`src/rtl/cla_multicycle_adder.sv`:
```
// Multi-cycle WIDTH-bit add/subtract built on one reused 16-bit two-level carry-lookahead slice.
// Define CLA_FLAGS_EN to build the registered OVF/ZERO flags; otherwise both ports are tied to 0.
module cla_multicycle_adder #(
   parameter int unsigned WIDTH = 32
) (
   input  logic             CLK,
   input  logic             RST,
   input  logic             START,
   input  logic             SUB,
   input  logic             CIN,
   input  logic [WIDTH-1:0] A,
   input  logic [WIDTH-1:0] B,
   output logic             READY,
   output logic             BUSY,
   output logic             DONE,
   output logic [WIDTH-1:0] SUM,
   output logic             COUT,
   output logic             OVF,
   output logic             ZERO
);

   localparam int unsigned NSLICE = WIDTH / 16;
   localparam int unsigned IdxW = (NSLICE > 1) ? $clog2(NSLICE) : 1;
   localparam logic [IdxW-1:0] LastIdx = IdxW'(NSLICE - 1);

   typedef enum logic [1:0] {StIdle, StRun, StDone} state_e;

   state_e           state_q, state_d;
   logic [WIDTH-1:0] a_q, a_d, b_q, b_d, sum_q, sum_d;
   logic [IdxW-1:0]  idx_q, idx_d;
   logic             carry_q, carry_d;
   logic             ready_q, ready_d, busy_q, busy_d, done_q, done_d, cout_q, cout_d;
`ifdef CLA_FLAGS_EN
   logic             ovf_q, ovf_d, zero_q, zero_d;
`endif

   logic [15:0] sl_a, sl_b, p, g, s;
   logic [16:0] c;
   logic [3:0]  gp, gg;

   // Operand slice selected by the slice index
   always_comb begin
      sl_a = '0;
      sl_b = '0;
      for (int i = 0; i < NSLICE; i++) begin
         if (idx_q == IdxW'(i)) begin
            sl_a = a_q[16*i +: 16];
            sl_b = b_q[16*i +: 16];
         end
      end
      p = sl_a ^ sl_b;
      g = sl_a & sl_b;
   end

   // First-level 4-bit units: group propagate/generate
   always_comb begin
      for (int j = 0; j < 4; j++) begin
         gp[j] = &p[4*j +: 4];
         gg[j] = g[4*j+3] | (p[4*j+3] & g[4*j+2]) | (p[4*j+3] & p[4*j+2] & g[4*j+1]) |
                 (p[4*j+3] & p[4*j+2] & p[4*j+1] & g[4*j]);
      end
   end

   // Second-level unit gives group carries; first-level units then resolve in-group carries
   always_comb begin
      c = '0;
      c[0]  = carry_q;
      c[4]  = gg[0] | (gp[0] & c[0]);
      c[8]  = gg[1] | (gp[1] & gg[0]) | (gp[1] & gp[0] & c[0]);
      c[12] = gg[2] | (gp[2] & gg[1]) | (gp[2] & gp[1] & gg[0]) | (gp[2] & gp[1] & gp[0] & c[0]);
      c[16] = gg[3] | (gp[3] & gg[2]) | (gp[3] & gp[2] & gg[1]) | (gp[3] & gp[2] & gp[1] & gg[0]) |
              (gp[3] & gp[2] & gp[1] & gp[0] & c[0]);
      for (int j = 0; j < 4; j++) begin
         c[4*j+1] = g[4*j] | (p[4*j] & c[4*j]);
         c[4*j+2] = g[4*j+1] | (p[4*j+1] & g[4*j]) | (p[4*j+1] & p[4*j] & c[4*j]);
         c[4*j+3] = g[4*j+2] | (p[4*j+2] & g[4*j+1]) | (p[4*j+2] & p[4*j+1] & g[4*j]) |
                    (p[4*j+2] & p[4*j+1] & p[4*j] & c[4*j]);
      end
      s = p ^ c[15:0];
   end

   always_comb begin
      state_d = state_q;
      a_d     = a_q;
      b_d     = b_q;
      sum_d   = sum_q;
      idx_d   = idx_q;
      carry_d = carry_q;
      ready_d = ready_q;
      busy_d  = busy_q;
      done_d  = 1'b0;
      cout_d  = cout_q;
`ifdef CLA_FLAGS_EN
      ovf_d   = ovf_q;
      zero_d  = zero_q;
`endif
      unique case (state_q)
         StIdle, StDone: begin
            if (START) begin
               a_d     = A;
               b_d     = B ^ {WIDTH{SUB}};
               carry_d = SUB | CIN;
               idx_d   = '0;
               state_d = StRun;
               ready_d = 1'b0;
               busy_d  = 1'b1;
            end else begin
               state_d = StIdle;
               ready_d = 1'b1;
               busy_d  = 1'b0;
            end
         end
         StRun: begin
            for (int i = 0; i < NSLICE; i++) begin
               if (idx_q == IdxW'(i)) sum_d[16*i +: 16] = s;
            end
            carry_d = c[16];
            idx_d   = idx_q + IdxW'(1);
            if (idx_q == LastIdx) begin
               state_d = StDone;
               ready_d = 1'b1;
               busy_d  = 1'b0;
               done_d  = 1'b1;
               cout_d  = c[16];
`ifdef CLA_FLAGS_EN
               // c[15] here is the carry into the result MSB
               ovf_d   = c[15] ^ c[16];
               zero_d  = ~|sum_d;
`endif
            end
         end
         default: state_d = StIdle;
      endcase
   end

   always_ff @(posedge CLK) begin
      if (RST) begin
         state_q <= StIdle;
         a_q     <= '0;
         b_q     <= '0;
         sum_q   <= '0;
         idx_q   <= '0;
         carry_q <= 1'b0;
         ready_q <= 1'b1;
         busy_q  <= 1'b0;
         done_q  <= 1'b0;
         cout_q  <= 1'b0;
`ifdef CLA_FLAGS_EN
         ovf_q   <= 1'b0;
         zero_q  <= 1'b0;
`endif
      end else begin
         state_q <= state_d;
         a_q     <= a_d;
         b_q     <= b_d;
         sum_q   <= sum_d;
         idx_q   <= idx_d;
         carry_q <= carry_d;
         ready_q <= ready_d;
         busy_q  <= busy_d;
         done_q  <= done_d;
         cout_q  <= cout_d;
`ifdef CLA_FLAGS_EN
         ovf_q   <= ovf_d;
         zero_q  <= zero_d;
`endif
      end
   end

   assign READY = ready_q;
   assign BUSY  = busy_q;
   assign DONE  = done_q;
   assign SUM   = sum_q;
   assign COUT  = cout_q;
`ifdef CLA_FLAGS_EN
   assign OVF   = ovf_q;
   assign ZERO  = zero_q;
`else
   assign OVF   = 1'b0;
   assign ZERO  = 1'b0;
`endif

endmodule
```
`config.mk`:
```
export PLATFORM = sky130hd
export DESIGN_NAME = cla_multicycle_adder
export DESIGN_NICKNAME = d
export VERILOG_FILES = /design/src/rtl/cla_multicycle_adder.sv
export SDC_FILE = /design/constraint.sdc
export NUM_CORES = 1
export LEC_CHECK = 0
export CORE_ASPECT_RATIO = 1.1
export CORE_MARGIN = 5
export CORE_UTILIZATION = 55
export DETAILED_ROUTE_END_ITERATION = 8
export PLACE_DENSITY = 0.91
export SYNTH_ARGS = -nofsm -noshare
export SYNTH_HDL_FRONTEND = slang
export SYNTH_SLANG_ARGS = --single-unit
```
`constraint.sdc`:
```
create_clock -name CLK -period 5.3 [get_ports CLK]
set_input_delay 1.06 -clock CLK [delete_from_list [all_inputs] [get_ports CLK]]
set_output_delay 1.06 -clock CLK [all_outputs]
set_load 0.02 [all_outputs]
```
; ---- After elaboration in Yosys (flattened, before gate mapping)
; Index checks and enable logic that the tools add are counted.
[classes]
mux = 16
n_eq_ne = 4
n_reduce_logical = 13
n_addsub = 1
n_bitwise = 125
[op_table]
columns = op, count
row1 = 1-bit AND, 72
row2 = 1-bit OR, 47
row3 = 16-bit 2-to-1 mux, 2
row4 = 16-bit XOR, 2
row5 = 32-bit XOR, 1
row6 = 16-bit AND, 1
row7 = 4-bit AND reduction, 4
row8 = 2-bit AND reduction, 5
row9 = 1-bit 2-to-1 mux, 8
row10 = 1-bit case mux with 2 select lines, 4
row11 = "2-bit != test, second input constant", 2
row12 = 2-bit case mux with 2 select lines, 1
row13 = 2-bit OR reduction, 2
row14 = "2-bit by 1-bit equality test with 1-bit output, second input constant", 1
row15 = "2-bit equality test, second input constant", 1
row16 = 2-bit logical NOT, 1
row17 = 2-bit 2-to-1 mux, 1
row18 = 1-bit inverter, 2
row19 = 2-bit nonzero test, 1
row20 = "1-bit adder, second input constant", 1
[word_totals]
register_bits = 104

; ---- Longest topological paths before layout
[depth]
ltp_word = 13
mapped_depth = 12
mapped_depth_nobuf = 10

; ---- Least setup slack after synthesis
; Ideal clock, no wire load.
[synth_timing]
path_type = register to register
startpoint = reg idx_q
endpoint = reg sum_q[13] (netlist: SUM[13])
stages_incl_launch_ff = 13
arrival_time_ns = 3.284
period_less_slack_ns = 3.369
required_ns = 5.214
setup_slack_ns = 1.931
path_buffers = 2
path_cell_list = dfxtp_1 -> clkbuf_1 -> clkbuf_1 -> mux2i_1 -> inv_1 -> ha_1 -> a211oi_1 -> o21ai_1 -> a21oi_1 -> a21oi_1 -> fa_1 -> xnor2_1 -> a211oi_1
[synth_between]
elab_chain_cells = 13
word_cells_on_any_way = 44
[synth_lines]
columns = item, line
row1 = "start, declared", 30  ; logic [IdxW-1:0] idx_q, idx_d;
row2 = "start signal, assigned", 157  ; idx_q <= idx_d;
row3 = 16-bit 2-to-1 mux, 46  ; if (idx_q == IdxW'(i)) begin
row4 = 16-bit XOR or 16-bit AND (tied branches), "51, 52"
row5 = 1-bit AND (on tied branches), "59, 60"
row6 = 1-bit OR (tied with other cells), 59  ; gg[j] = g[4*j+3] | (p[4*j+3] & g[4*j+2]) | (p[4*j+3] & p[4*j+2] & g[4*j+1]) |
row7 = 1-bit OR or 1-bit AND (tied branches), "59, 60"
row8 = 1-bit OR, 59
row9 = 1-bit AND, 70  ; c[12] = gg[2] | (gp[2] & gg[1]) | (gp[2] & gp[1] & gg[0]) | (gp[2] & gp[1] & gp[0] & c[0]);
row10 = 1-bit OR (3 in a row), 70
row11 = 1-bit AND, 74  ; c[4*j+1] = g[4*j] | (p[4*j] & c[4*j]);
row12 = 1-bit OR, 74
row13 = 16-bit XOR, 79  ; s = p ^ c[15:0];
row14 = "end signal, assigned", 156  ; sum_q <= sum_d;
row15 = "end, declared", 29  ; logic [WIDTH-1:0] a_q, a_d, b_q, b_d, sum_q, sum_d;
; Several ways; a longest one is shown, not always the timed one.
; A chain may end at the register's enable or synchronous reset.

; ---- Final worst setup path
; Same ends and word-level chain as after synthesis.

==> summary.md <==
| Metric | Value |
|---|---|
| Status | `complete, no violations` |
| Antenna diode count | `0` |
| First-pass GRT wire length | `approximately 20000 um` |
| PortBufs | `104` |
| Register area share after synthesis | `roughly two fifths` |
| Hold WC Path Type | `flip-flop to flip-flop` |
| Post-CTS Hold Fix Bufs | `0` |
| Final Hold Vio Count | `0` |
| Filler instances | `between 700 and 800` |
| Final-stage net count | `roughly 750` |
| CP startpoint kind | `flip-flop` |
| Critical Path AT | `3.90 ns` |
| Avg Inst Size Synth | `~8.5 sq um` |
| Setup TNS | `0 ns` |
| Setup Viol. Count Final | `0` |
| H-tree depth | `3` |
| DRC Markers | `0` |
| Synth Cell Area | `between 4000 and 5000 sq um` |
| Layout area overhead | `24.5%` |
| Final setup margin | `roughly 1.6 ns` |
| Core ar. | `roughly 9000 sq um` |
| Placed wire-length estimate | `9120 um` |
| Setup repair bufs after CTS | `0` |
| Initial antenna violation count | `0` |
| Skew-Pair Late Insertion Delay | `approximately 0.37 ns` |
| Highest Clock Rate | `~0.27 GHz` |
| WP data required | `5.49 ns` |
| Initial DRC Count | `182` |
| Via count | `4286` |
| Most frequent cells in the layout | `dfxtp_1, nand2_1, clkdlybuf4s50_1` |
| Wirelength per Cell | `15.4 um` |
| RePlAce Congestion | `~0.87` |
| Number of buffers created by CTS | `9` |
| Mapped Cells | `approximately 580` |
| Clock Pin Slew Worst Setup and Hold Paths | `about 0.10 ns` |
| Die area | `~11000 sq um` |
| Clock skew | `about 0.01 ns` |
| Vias in the first global route | `around 4100` |
| Die Wd | `roughly 100 um` |
| CTS-repair resized insts | `0` |
| Vias per cell | `around 5.5` |
| Site row count | `36` |
| Post-synth cell types | `39` |
| Share of cells above drive strength 1 | `7.97%` |
| Register bit total from synthesis | `104` |
| Post-route ant nets | `0` |
| Yosys warns | `0` |
| Relative slew slack | `16.0%` |
| R2r startpoint | `idx_q$_SDFFE_PP0P_` |
| Place WS | `between 1.5 and 2 ns` |
| Worst-Margin Slew | `1.26 ns` |
| VDD IR-drop max | `between 100 and 150 uV` |
| CTS tree | `done` |
| Lkg Pwr | `between 2 and 2.5 nW` |
| First drt pass iteration count | `5` |
| Tot GR Track Use | `22.5%` |
| Pin count of the biggest net entering global routing | `65` |
| Crit. End Element | `flip-flop` |
| Setup CP Type | `flip-flop to flip-flop` |
| Max-Cap Viols | `0` |
| Min-delay src | `a_q[15]$_SDFFE_PP0P_` |
| Number of I/O pins | `about 110` |
| RSZ-0062 raised after global routing | `false` |
| Final wirelength | `around 12000 um` |
| Die Y | `about 110 um` |
| Clk buf depth | `2` |
| Final worst path period share | `a little over two thirds` |
| CTS root buf | `clkbuf_8` |
| Cell Pwr Density | `around 280 nW/um^2` |
| Worst setup path startpoint | `idx_q$_SDFFE_PP0P_` |
| Crit Path Max Fanout | `23` |
| Tmin final | `about 3.7 ns` |
| Slew Limit Fails | `0` |
| Sink Count | `104` |
| Initial core utilization | `around 56%` |
| R2R Setup Slk | `approximately 1.6 ns` |
| GR Overflow Total | `0` |
| Final Core Density | `a little over two thirds` |
-- sequential cells by signal, indices dropped and copies added (netlist names) --
name     flops
BUSY         1
b_q         32
carry_q      1
state_q      2
SUM         32
DONE         1
a_q         32
READY        1
idx_q        1
COUT         1
-- cell type report --
cell class / instances / area [sq um] / area share [%]
sequential: 104 / 2080 / 33.7
timing repair buffer: 109 / 1070 / 17.3
clock buffer: 12 / 145 / 2.35
tap: 114 / 143 / 2.31
clock inverter: 4 / 30.0 / 0.485
inverter: 8 / 30.0 / 0.485
multi-input combinational: 428 / 2690 / 43.5
-- worst max-delay path, stage by stage (launching register included) --
cell and delay [ns]:
dfxtp_1 0.75, buf_4 0.41, mux2_2 0.38, ha_1 0.34
a21oi_1 0.15, o21ai_0 0.14, a21oi_1 0.42, a21oi_1 0.18
fa_1 0.45, xnor2_1 0.21, a211oi_1 0.10
-- report_power, final --
part           switching [W]  internal, W  total [W]
Sequential         0.0000358     0.000837   0.000872
Combinational       0.000207     0.000186   0.000393
Clock               0.000265     0.000185   0.000450
Total               0.000508      0.00121    0.00172
-- kinds of logic (layout without fill, tap and decap cells) --
kind of cell,Yosys count,in the layout,synth area share (%)
and+or+nand+nor,191,191,16.1
AOI/OAI and AO/OA,142,142,17.6
DFF,104,104,41.9
buffers and inverters,53,133,4.23
xor gates and xnor gates,40,40,7.05
muxes,33,33,7.40
adders and majority gates,20,20,5.64
other,1,2,0.0755
-- Yosys cell counts --
cell | instances | area (sq um)
a211o_1 | 1 | 8.76
a21o_1 | 6 | 45.0
clkinv_1 | 1 | 3.75
nor2b_1 | 3 | 18.8
or4_1 | 4 | 30.0
buf_2 | 3 | 15.0
mux2_2 | 30 | 338
a211oi_2 | 1 | 12.5
dfxtp_1 | 104 | 2080
nor3b_1 | 1 | 7.51
xnor2_1 | 39 | 342
ha_1 | 16 | 200
o211ai_1 | 6 | 45.0
mux2i_1 | 3 | 30.0
clkbuf_1 | 29 | 109
buf_1 | 11 | 41.3
buf_4 | 2 | 15.0
nor4b_1 | 2 | 17.5
a31oi_1 | 4 | 25.0
and4_1 | 1 | 8.76
o21a_1 | 2 | 15.0
nand4_1 | 1 | 6.26
and2_1 | 1 | 6.26
nor3_1 | 2 | 10.0
o31ai_1 | 1 | 7.51
and3_1 | 4 | 25.0
xor2_1 | 1 | 8.76
nand2_1 | 104 | 390
nor2_1 | 54 | 203
nand2b_1 | 4 | 25.0
fa_1 | 4 | 80.1
inv_1 | 7 | 26.3
a21oi_1 | 68 | 340
o21ai_0 | 8 | 40.0
nand3_1 | 10 | 50.1
conb_1 | 1 | 3.75
a211oi_1 | 42 | 315
o21ai_1 | 1 | 5.00
a32oi_1 | 2 | 17.5
-- stage by stage --
| stage | total power, W | instance area, sq um | instances | hold slack (ns) |
|---|---|---|---|---|
| floorplan | 0.00114 | 4970 | 585 | 0.433 |
| global placement | 0.00127 | 6010 | 763 | 0.444 |
| detailed placement | 0.00128 | 6010 | 763 | 0.444 |
| CTS | 0.00172 | 6190 | 779 | 0.459 |
| global route | 0.00180 | 6190 | 779 | 0.480 |
| finish | 0.00172 | 6190 | 779 | 0.458 |
-- routing by layer --
layer / track usage (%) / wire (um) / up-vias
met1: 27.8 / 4830 / 1975
met2: 39.4 / 6120 / 131
met4: 8.66 / 281 / 0
met5: 0 / 0 / -
met3: 3.24 / 748 / 20
li1: - / - / 2160
-- final timing paths --
| check | to | cells after the start |
|---|---|---|
| max | SUM[13]$_SDFFE_PP0P_ | 10 |
| min | a_q[15]$_SDFFE_PP0P_ | 2 |
| max reg2reg | SUM[13]$_SDFFE_PP0P_ | 10 |
| min reg2reg | a_q[15]$_SDFFE_PP0P_ | 2 |
No activity file was read; power rests on OpenSTA's default activity.
